File: config.mk
export PLATFORM = sky130hd
export DESIGN_NAME = dmem_responder_flat
export DESIGN_NICKNAME = d
export VERILOG_FILES = /design/src/rtl/dmem_responder_pkg.sv /design/src/rtl/dmem_responder_if.sv /design/src/rtl/dmem_responder_bank.sv /design/src/rtl/dmem_responder.sv /design/src/flat_wrapper.sv
export SDC_FILE = /design/constraint.sdc
export NUM_CORES = 2
export LEC_CHECK = 0
export ABC_AREA = 1
export CAP_MARGIN = 25
export CORE_ASPECT_RATIO = 1.2
export CORE_MARGIN = 1
export CORE_UTILIZATION = 35
export CTS_CLUSTER_DIAMETER = 60
export CTS_CLUSTER_SIZE = 20
export DETAILED_ROUTE_END_ITERATION = 8
export MAX_ROUTING_LAYER = met4
export PLACE_DENSITY = 0.51
export SYNTH_ARGS = -nofsm -noshare
export SYNTH_HDL_FRONTEND = slang
export SYNTH_SLANG_ARGS = --single-unit
File: constraint.sdc
create_clock -name clk -period 4.9 [get_ports clk]
set_input_delay 1.225 -clock clk [delete_from_list [all_inputs] [get_ports clk]]
set_output_delay 1.225 -clock clk [all_outputs]
set_load 0.05 [all_outputs]
File: src/rtl/dmem_responder_pkg.sv
// Shared types and constants for the data-memory responder and its storage bank.
package dmem_responder_pkg;

    typedef enum logic [1:0] {
        S_IDLE = 2'd0,
        S_WAIT = 2'd1,
        S_RESP = 2'd2
    } state_t;

    localparam int         CNT_W      = 4;
    localparam logic [1:0] ALIGN_MASK = 2'b11;

    function automatic int be_width(input int dw);
        return dw / 8;
    endfunction

endpackage

File: src/rtl/dmem_responder_if.sv
// Request/response handshake bundle between the load/store path and the data memory.
interface dmem_responder_if #(
    parameter int DATA_WIDTH = 32
);
    logic                                                  req_valid;
    logic                                                  req_ready;
    logic                                                  req_we;
    logic [31:0]                                           req_addr;
    logic [DATA_WIDTH-1:0]                                 req_wdata;
    logic [dmem_responder_pkg::be_width(DATA_WIDTH)-1:0]   req_be;
    logic                                                  rsp_valid;
    logic                                                  rsp_ready;
    logic [DATA_WIDTH-1:0]                                 rsp_rdata;
    logic                                                  rsp_err;
    logic                                                  busy;

    modport master (
        output req_valid, req_we, req_addr, req_wdata, req_be, rsp_ready,
        input  req_ready, rsp_valid, rsp_rdata, rsp_err, busy
    );

    modport slave (
        input  req_valid, req_we, req_addr, req_wdata, req_be, rsp_ready,
        output req_ready, rsp_valid, rsp_rdata, rsp_err, busy
    );
endinterface

File: src/rtl/dmem_responder_bank.sv
// Word storage with byte-enabled synchronous write and registered read on one shared index.
module dmem_bank
    import dmem_responder_pkg::*;
#(
    parameter int DATA_WIDTH = 32,
    parameter int ADDR_WIDTH = 8
) (
    input  logic                            clk,
    input  logic                            i_en,
    input  logic                            i_we,
    input  logic [ADDR_WIDTH-3:0]           i_idx,
    input  logic [be_width(DATA_WIDTH)-1:0] i_be,
    input  logic [DATA_WIDTH-1:0]           i_wdata,
    output logic [DATA_WIDTH-1:0]           o_rdata
);
    localparam int DEPTH = 2 ** (ADDR_WIDTH - 2);
    localparam int BE_W  = be_width(DATA_WIDTH);

    logic [DATA_WIDTH-1:0] r_mem [DEPTH];
    logic [DATA_WIDTH-1:0] r_rdata;

    // Read returns the pre-write word; the top only uses it for loads.
    always_ff @(posedge clk) begin
        if (i_en) begin
            if (i_we) begin
                for (int i = 0; i < BE_W; i++) begin
                    if (i_be[i]) begin
                        r_mem[i_idx][8*i +: 8] <= i_wdata[8*i +: 8];
                    end
                end
            end
            r_rdata <= r_mem[i_idx];
        end
    end

    assign o_rdata = r_rdata;
endmodule

File: src/rtl/dmem_responder.sv
// Data memory target: accepts one request, waits WAIT_STATES cycles, accesses storage, then
// holds the response until the initiator takes it; misaligned/out-of-range requests return err.
module dmem_responder
    import dmem_responder_pkg::*;
#(
    parameter int DATA_WIDTH  = 32,
    parameter int ADDR_WIDTH  = 8,
    parameter int WAIT_STATES = 2
) (
    input  logic             clk,
    input  logic             rst,
    dmem_responder_if.slave  bus
);
    localparam int BE_W = be_width(DATA_WIDTH);

    state_t                  r_state;
    state_t                  w_next;
    logic [CNT_W-1:0]        r_cnt;
    logic                    r_we;
    logic [31:0]             r_addr;
    logic [DATA_WIDTH-1:0]   r_wdata;
    logic [BE_W-1:0]         r_be;
    logic                    r_err;
    logic                    r_rd_sel;
    logic                    w_accept;
    logic                    w_access;
    logic                    w_err;
    logic [DATA_WIDTH-1:0]   w_bank_rdata;

    assign w_accept = (r_state == S_IDLE) && bus.req_valid;
    assign w_access = (r_state == S_WAIT) && (r_cnt == '0);
    assign w_err    = ((r_addr[1:0] & ALIGN_MASK) != 2'b00) || ((r_addr >> ADDR_WIDTH) != 32'd0);

    always_comb begin
        w_next = r_state;
        case (r_state)
            S_IDLE:  if (bus.req_valid) w_next = S_WAIT;
            S_WAIT:  if (r_cnt == '0)   w_next = S_RESP;
            S_RESP:  if (bus.rsp_ready) w_next = S_IDLE;
            default: w_next = S_IDLE;
        endcase
    end

    always_ff @(posedge clk or negedge rst) begin
        if (!rst) begin
            r_state <= S_IDLE;
        end else begin
            r_state <= w_next;
        end
    end

    always_ff @(posedge clk or negedge rst) begin
        if (!rst) begin
            r_cnt    <= '0;
            r_we     <= 1'b0;
            r_addr   <= '0;
            r_wdata  <= '0;
            r_be     <= '0;
            r_err    <= 1'b0;
            r_rd_sel <= 1'b0;
        end else if (w_accept) begin
            r_cnt   <= CNT_W'(WAIT_STATES);
            r_we    <= bus.req_we;
            r_addr  <= bus.req_addr;
            r_wdata <= bus.req_wdata;
            r_be    <= bus.req_be;
        end else if (r_state == S_WAIT) begin
            if (r_cnt != '0) begin
                r_cnt <= r_cnt - 1'b1;
            end else begin
                r_err    <= w_err;
                r_rd_sel <= !r_we && !w_err;
            end
        end
    end

    dmem_bank #(
        .DATA_WIDTH (DATA_WIDTH),
        .ADDR_WIDTH (ADDR_WIDTH)
    ) u_bank (
        .clk     (clk),
        .i_en    (w_access && !w_err),
        .i_we    (r_we),
        .i_idx   (r_addr[ADDR_WIDTH-1:2]),
        .i_be    (r_be),
        .i_wdata (r_wdata),
        .o_rdata (w_bank_rdata)
    );

    // Bank output is masked so stores and errors report zero data.
    assign bus.req_ready = (r_state == S_IDLE);
    assign bus.rsp_valid = (r_state == S_RESP);
    assign bus.busy      = (r_state != S_IDLE);
    assign bus.rsp_rdata = r_rd_sel ? w_bank_rdata : '0;
    assign bus.rsp_err   = r_err;
endmodule
File: src/flat_wrapper.sv
// flat-port wrapper written by rule: the top's interface ports become plain ports
module dmem_responder_flat import dmem_responder_pkg::*;
#(
    parameter int DATA_WIDTH  = 32,
    parameter int ADDR_WIDTH  = 8,
    parameter int WAIT_STATES = 2
)
  (clk, rst, bus_req_valid, bus_req_we, bus_req_addr, bus_req_wdata, bus_req_be, bus_rsp_ready, bus_req_ready, bus_rsp_valid, bus_rsp_rdata, bus_rsp_err, bus_busy);
  dmem_responder_if #(.DATA_WIDTH(DATA_WIDTH)) bus_i ();
  input  logic clk;
  input  logic rst;
  input wire logic [$bits(bus_i.req_valid)-1:0] bus_req_valid;
  input wire logic [$bits(bus_i.req_we)-1:0] bus_req_we;
  input wire logic [$bits(bus_i.req_addr)-1:0] bus_req_addr;
  input wire logic [$bits(bus_i.req_wdata)-1:0] bus_req_wdata;
  input wire logic [$bits(bus_i.req_be)-1:0] bus_req_be;
  input wire logic [$bits(bus_i.rsp_ready)-1:0] bus_rsp_ready;
  output wire logic [$bits(bus_i.req_ready)-1:0] bus_req_ready;
  output wire logic [$bits(bus_i.rsp_valid)-1:0] bus_rsp_valid;
  output wire logic [$bits(bus_i.rsp_rdata)-1:0] bus_rsp_rdata;
  output wire logic [$bits(bus_i.rsp_err)-1:0] bus_rsp_err;
  output wire logic [$bits(bus_i.busy)-1:0] bus_busy;
  assign bus_i.req_valid = bus_req_valid;
  assign bus_i.req_we = bus_req_we;
  assign bus_i.req_addr = bus_req_addr;
  assign bus_i.req_wdata = bus_req_wdata;
  assign bus_i.req_be = bus_req_be;
  assign bus_i.rsp_ready = bus_rsp_ready;
  assign bus_req_ready = bus_i.req_ready;
  assign bus_rsp_valid = bus_i.rsp_valid;
  assign bus_rsp_rdata = bus_i.rsp_rdata;
  assign bus_rsp_err = bus_i.rsp_err;
  assign bus_busy = bus_i.busy;
  dmem_responder #(.DATA_WIDTH(DATA_WIDTH), .ADDR_WIDTH(ADDR_WIDTH), .WAIT_STATES(WAIT_STATES)) u_core (.clk(clk), .rst(rst), .bus(bus_i));
endmodule
# Yosys cells after proc, flatten, opt, wreduce, memory -nomap -nowiden
# Memories as Yosys holds them, arrays and structs flattened. A register that Yosys moved wholly into a read port is not among the register bits.
# Index checks and enable logic that the tools add are counted.
# W data, S select, Z words.
# classes
n_reduce_logical,18
bitwise_logic,2
mux,24
addsub,1
n_eq_ne,5
# op_table
operator,count
$mux W32,1
$reduce_bool A32 Y1,1
$mux W1,16
$mux W4,3
$reduce_bool A2 Y1,4
$mux W2,3
$pmux W2 S3,1
$reduce_and A3 Y1,2
$logic_and A1 B1 Y1,4
$logic_not A4 Y1,1
$ne A2 B2 Y1 const B,2
$reduce_bool A4 Y1,1
$sub A4 B1 Y4 const B,1
$eq A2 B1 Y1 const B,1
$eq A2 B2 Y1 const B,1
$logic_not A1 Y1,2
$logic_not A2 Y1,1
$ne A2 B1 Y1 const B,1
$not A1 Y1,2
$reduce_and A2 Y1,1
$logic_or A1 B1 Y1,1
# word_totals
mem_bits_rw,2048
regBits,77
mem_count,1
# memory_table
name,words,word_bits,read_ports,rd_ports_with_merged_regs,wr,line_no,text
u_core.u_bank.r_mem,64,32,1,1,1,dmem_responder_bank.sv:19,logic [DATA_WIDTH-1:0] r_mem [DEPTH];

# Depth between registers and ports, before layout
# logic_depth
word_depth,6
mapped_depth,14
depth_no_buf,11

# Hierarchy
# A second synthesis with hierarchy kept.
# hier_totals
cells_unflattened,9160
area_unflattened_um2,91539.0
# modules_own_cells
mod,seq_area_each_um2,area_each_um2,cells_per_inst,instances
dmem_bank,62459.9,88087.0,8723,1
dmem_responder,1926.8,3452.1,437,1

# Worst setup path after synthesis
# OpenSTA, ideal clock, no wires.
# synth_path
path_type,reg-to-reg
start,register u_core.r_cnt[0]
end,"memory u_core.u_bank.r_mem[58][10], enable pin"
path_stages_with_launch,10
required_ns,4.530
setup_ns,0.370
arrival_time_ns,2.508
synth_period_minus_slack_ns,2.878
slack_ns,2.022
path_cell_list,dfrtp_1 > inv_1 > ha_1 > nand2_1 > nor2_2 > nand3b_1 > nor2_4 > nand3_2 > buf_6 > nor2_1
# synth_via
elab_chain_len,5
# synth_rtl
item,line_no,text
start: declaration,dmem_responder.sv:18,logic [CNT_W-1:0] r_cnt;
start signal: assignment,dmem_responder.sv:62,r_cnt <= CNT_W'(WAIT_STATES);
start signal: assignment,dmem_responder.sv:69,r_cnt <= r_cnt - 1'b1;
$logic_not A4 Y1,dmem_responder.sv:31,assign w_access = (r_state == S_WAIT) && (r_cnt == '0);
$logic_and A1 B1 Y1,dmem_responder.sv:31,
$logic_and A1 B1 Y1,dmem_responder.sv:82,".i_en (w_access && !w_err),"
net u_core.u_bank.i_en,dmem_responder_bank.sv:9,"input logic i_en,"
$mux W1,dmem_responder_bank.sv:24,if (i_en) begin
$mux W1 (implied by the code),dmem_responder_bank.sv:28,r_mem[i_idx][8*i +: 8] <= i_wdata[8*i +: 8];
end: declaration,dmem_responder_bank.sv:19,
# The timed path passes the listed nets, and every way through them passes these cells.

# Worst setup path after layout
# layout_path
start,register u_core.r_rd_sel
end,output bus_rsp_rdata[7]
# layout_via
elab_chain_len,1
# layout_rtl
item,line_no,text
start: declaration,dmem_responder.sv:24,logic r_rd_sel;
start signal: assignment,dmem_responder.sv:72,r_rd_sel <= !r_we && !w_err;
$mux W32,dmem_responder.sv:94,assign bus.rsp_rdata = r_rd_sel ? w_bank_rdata : '0;
end: declaration,flat_wrapper.sv:20,output wire logic [$bits(bus_i.rsp_rdata)-1:0] bus_rsp_rdata;
# No other way between the ends.

==> results.txt <==
The maximum number of buffers from clock root to sink came out at 4. The worst endpoint required time came out at 3.67 ns. Counting instances, the worst hold path has a depth of 1.

In the final routed layout, each cell accounts on average for 22.62 um. The maximum operating frequency came out at 246.9 MHz. Entering global routing, the biggest net connects 220 pins. In the routed design, unresolved DRC markers number 0. The number of ports placed on the die boundary came out at 109.

The via count is 61,640. The area of the placeable core came out at 259,600 sq um. The vertical die dimension came out at 561.5 um. The global route total overflow is 0.

STA classifies the critical path startpoint as a register. The relative max-transition margin is 0.1991. After routing, the total negative slack on setup checks comes to 0 ns. The total of warnings raised by yosys is 0.

Setup violations remaining at the end of the flow were counted as 0. The final hold violation count is 0. The CTS buffer count came out at 151. The count of max-cap constraint violations came out at 0. Post-CTS timing repair inserted 0 buffers for setup. In the finished design, the share of the clock period the worst path needs comes to 0.8265.

TritonCTS built the clock tree. The worst hold slack across all endpoints is 0.4749 ns. Counting flops and latches in the post-synthesis netlist gives 2,157.

The number of cells on the worst reg-to-reg path is 11. The number of sinks driven by the clock tree came out at 2,157. The initial antenna violation count came to 15. The number of distinct library cell variants in the gate-level netlist after synthesis is 27.

The number of vias per cell after detailed routing is 4.858. The first-pass iteration count of the detailed router is 6. Of the cells placed in the final design, the portion with a size suffix greater than 1 is 0.05552.

The number of global-route vias before repair came out at 60,874. The area growth from synthesis to final layout is 10.71%. The reg2reg setup slack is 1.11 ns. The count of buffers added on input and output ports is 108.

The overall power of the completed layout came out at 56.90 mW. The H-tree depth reported by CTS came out at 4. The worst setup slack before clock tree synthesis is 1.097 ns.

The floorplan row count came out at 205. The total of hold buffers inserted after clock tree synthesis came out at 0. The most common cell after layout, fill and taps aside is nand2_1. The die outline width is 468.3 um. In the synthesized netlist the dominant register cell turns out to be edfxtp_1. For this run, the total global-route usage over all layers was measured as 0.2223.

After the last flow step, the layout net total stands at 9,242. The final number of max-transition violations came out at 0. The cell chosen for the clock root is clkbuf_16. The worst path in the final design needs a cycle of 4.050 ns, including I/O delays and setup. The worst setup path startpoint is u_core.r_rd_sel. The starting density of the core came out at 0.3518. VDD sags by at most 688.3 uV. The source of the worst hold timing path is u_core.r_cnt[3]. In this run the worst hold path is classified as register to register. When the netlist entered floorplanning its net count stood at 9,216. Wires add up to 287,000 um.

The worst register-to-register path ends at u_core.u_bank.r_mem[52][11]. The number of nets still failing antenna checks after routing is 0. At the worst endpoint, the arrival time is 2.83 ns. The synthesized area per cell is 9.989 sq um.

The static leakage came out at 41.71 nW. For hold timing, the worst endpoint is u_core.r_cnt[3]. The die covers 262,900 sq um. After the first detailed-routing iteration, the DRC count stood at 5,605. The clock latency at the later pin of the worst-skew pair came out at 0.84 ns. The library cells used most frequently in the layout, excluding fill and tap cells, are nand2_1, edfxtp_1, nor2_1.

The peak fanout along the critical path is 21. The clock arrives with 0.04821 ns of skew. After clock tree synthesis, the clock-pin slew on the worst setup and hold paths is 0.08 ns.

The area of the mapped netlist came out at 91,310 sq um. The share of synthesized area occupied by flip-flops and latches came out at 0.7051. The class of the most critical setup path is register to output port. Routability-driven placement finished with a final weighted congestion of 0.8628.

The worst setup path is captured at an output port. In this run the power density over the cells is 562.8 nW/um^2. Setup repair after global routing left no endpoint under its margin. Across all setup checks in the final design, the least slack found is 0.8499 ns.

For the pin with the worst max-slew slack, the measured transition is 1.201 ns. The run finished with clean final reports. Counting flops with an async set or reset pin after synthesis yields a share of 0.03570. The gate count of the mapped netlist came out at 9,141.

For this run, the share of the core covered by cells in the final layout is 0.3895. The post-cts repair resize count is 0. The HPWL reported at the end of detailed placement came out at 175,700 um. Counting flops with a built-in enable in the synthesized netlist gives 2,080. The worst register-to-register path begins at u_core.r_cnt[1]. The global-route wire length before repair is 416,500 um.
[critical path, stage by stage, from the launching register on]
cell and delay [ns]:
dfrtp_2 0.72, buf_12 0.27, nand2_1 0.08, inv_1 0.07, clkdlybuf4s50_1 0.80
[cells by family (layout without fill, tap and decap cells)]
logic type | Yosys count | after routing | synth area share
AOI/OAI and AO/OA | 27 | 27 | 0.001672
adders and majority gates | 2 | 2 | 0.0002740
buffers and inverters | 536 | 653 | 0.02787
DFF | 2157 | 2157 | 0.7051
other | 0 | 15 | 0
and+or+nand+nor | 6419 | 6419 | 0.2650
[layer usage]
layer,GRT usage,wire length [um],vias up
li1,-,-,29330
met1,0.2798,120500,30094
met2,0.3662,140300,1736
met3,0.02249,13330,480
met4,0.09143,12910,0
met5,-,0,-
[synth_stat cells (2+ instances only)]
master	number	area share
clkbuf_1	177	0.0073
buf_1	25	0.0010
o211ai_1	6	0.00049
nor3_1	9	0.00049
o21ai_1	4	0.00022
nand3_1	8	0.00044
buf_6	26	0.0032
nor2_2	6	0.00041
dfrtp_1	77	0.021
nand3_2	4	0.00044
a21oi_1	2	0.00011
or2_2	5	0.00034
buf_2	231	0.013
buf_4	13	0.0011
o21ai_0	14	0.00077
nor2_1	349	0.014
ha_1	2	0.00027
inv_2	3	0.00012
nor2_4	3	0.00037
edfxtp_1	2080	0.68
nand2_1	6031	0.25
inv_1	61	0.0025
[report_power, final]
part	switching (mW)	leakage (nW)	internal [mW]
sequential	2.37	19.8	23.0
combinational	14.4	19.7	4.40
clock	6.54	2.20	6.16
total	23.3	41.7	33.6
[flip-flops by register name (all words and copies together) (netlist names), 2 cells and up]
signal / flops
u_core.r_cnt: 4
u_core.r_wdata: 32
u_core.r_state: 2
u_core.r_addr: 32
u_core.r_be: 4
u_core.u_bank.o_rdata: 32
u_core.u_bank.r_mem: 2048
[area by class of cell]
class	count	area [sq um]
clock buffers	178	3963
repair buffers	345	3053
fillers	25624	158500
inverters	64	264.0
flip-flops and latches	2157	64460
diodes	15	37.54
clock inverters	66	609.3
multi-input cells	6448	24440
well taps	3415	4273
[per-stage QoR]
stage,instance area (sq um),cells
6_report,101100,12688
5_1_grt,101100,12680
4_1_cts,101100,12673
3_5_place_dp,96480,12429
3_3_place_gp,96440,12426
2_1_floorplan,91310,9141
[worst max path at each step]
stage                     depth (start not counted)                     endpoint
after global placement                           11  u_core.u_bank.r_mem[52][15]
after global routing                              4            bus_rsp_rdata[27]
after detailed placement                         11  u_core.u_bank.r_mem[52][10]
final                                             4             bus_rsp_rdata[7]
after floorplan                                   9  u_core.u_bank.r_mem[58][10]
after CTS                                         4             bus_rsp_rdata[0]
Note: power is estimated with default switching activity, not from simulation.
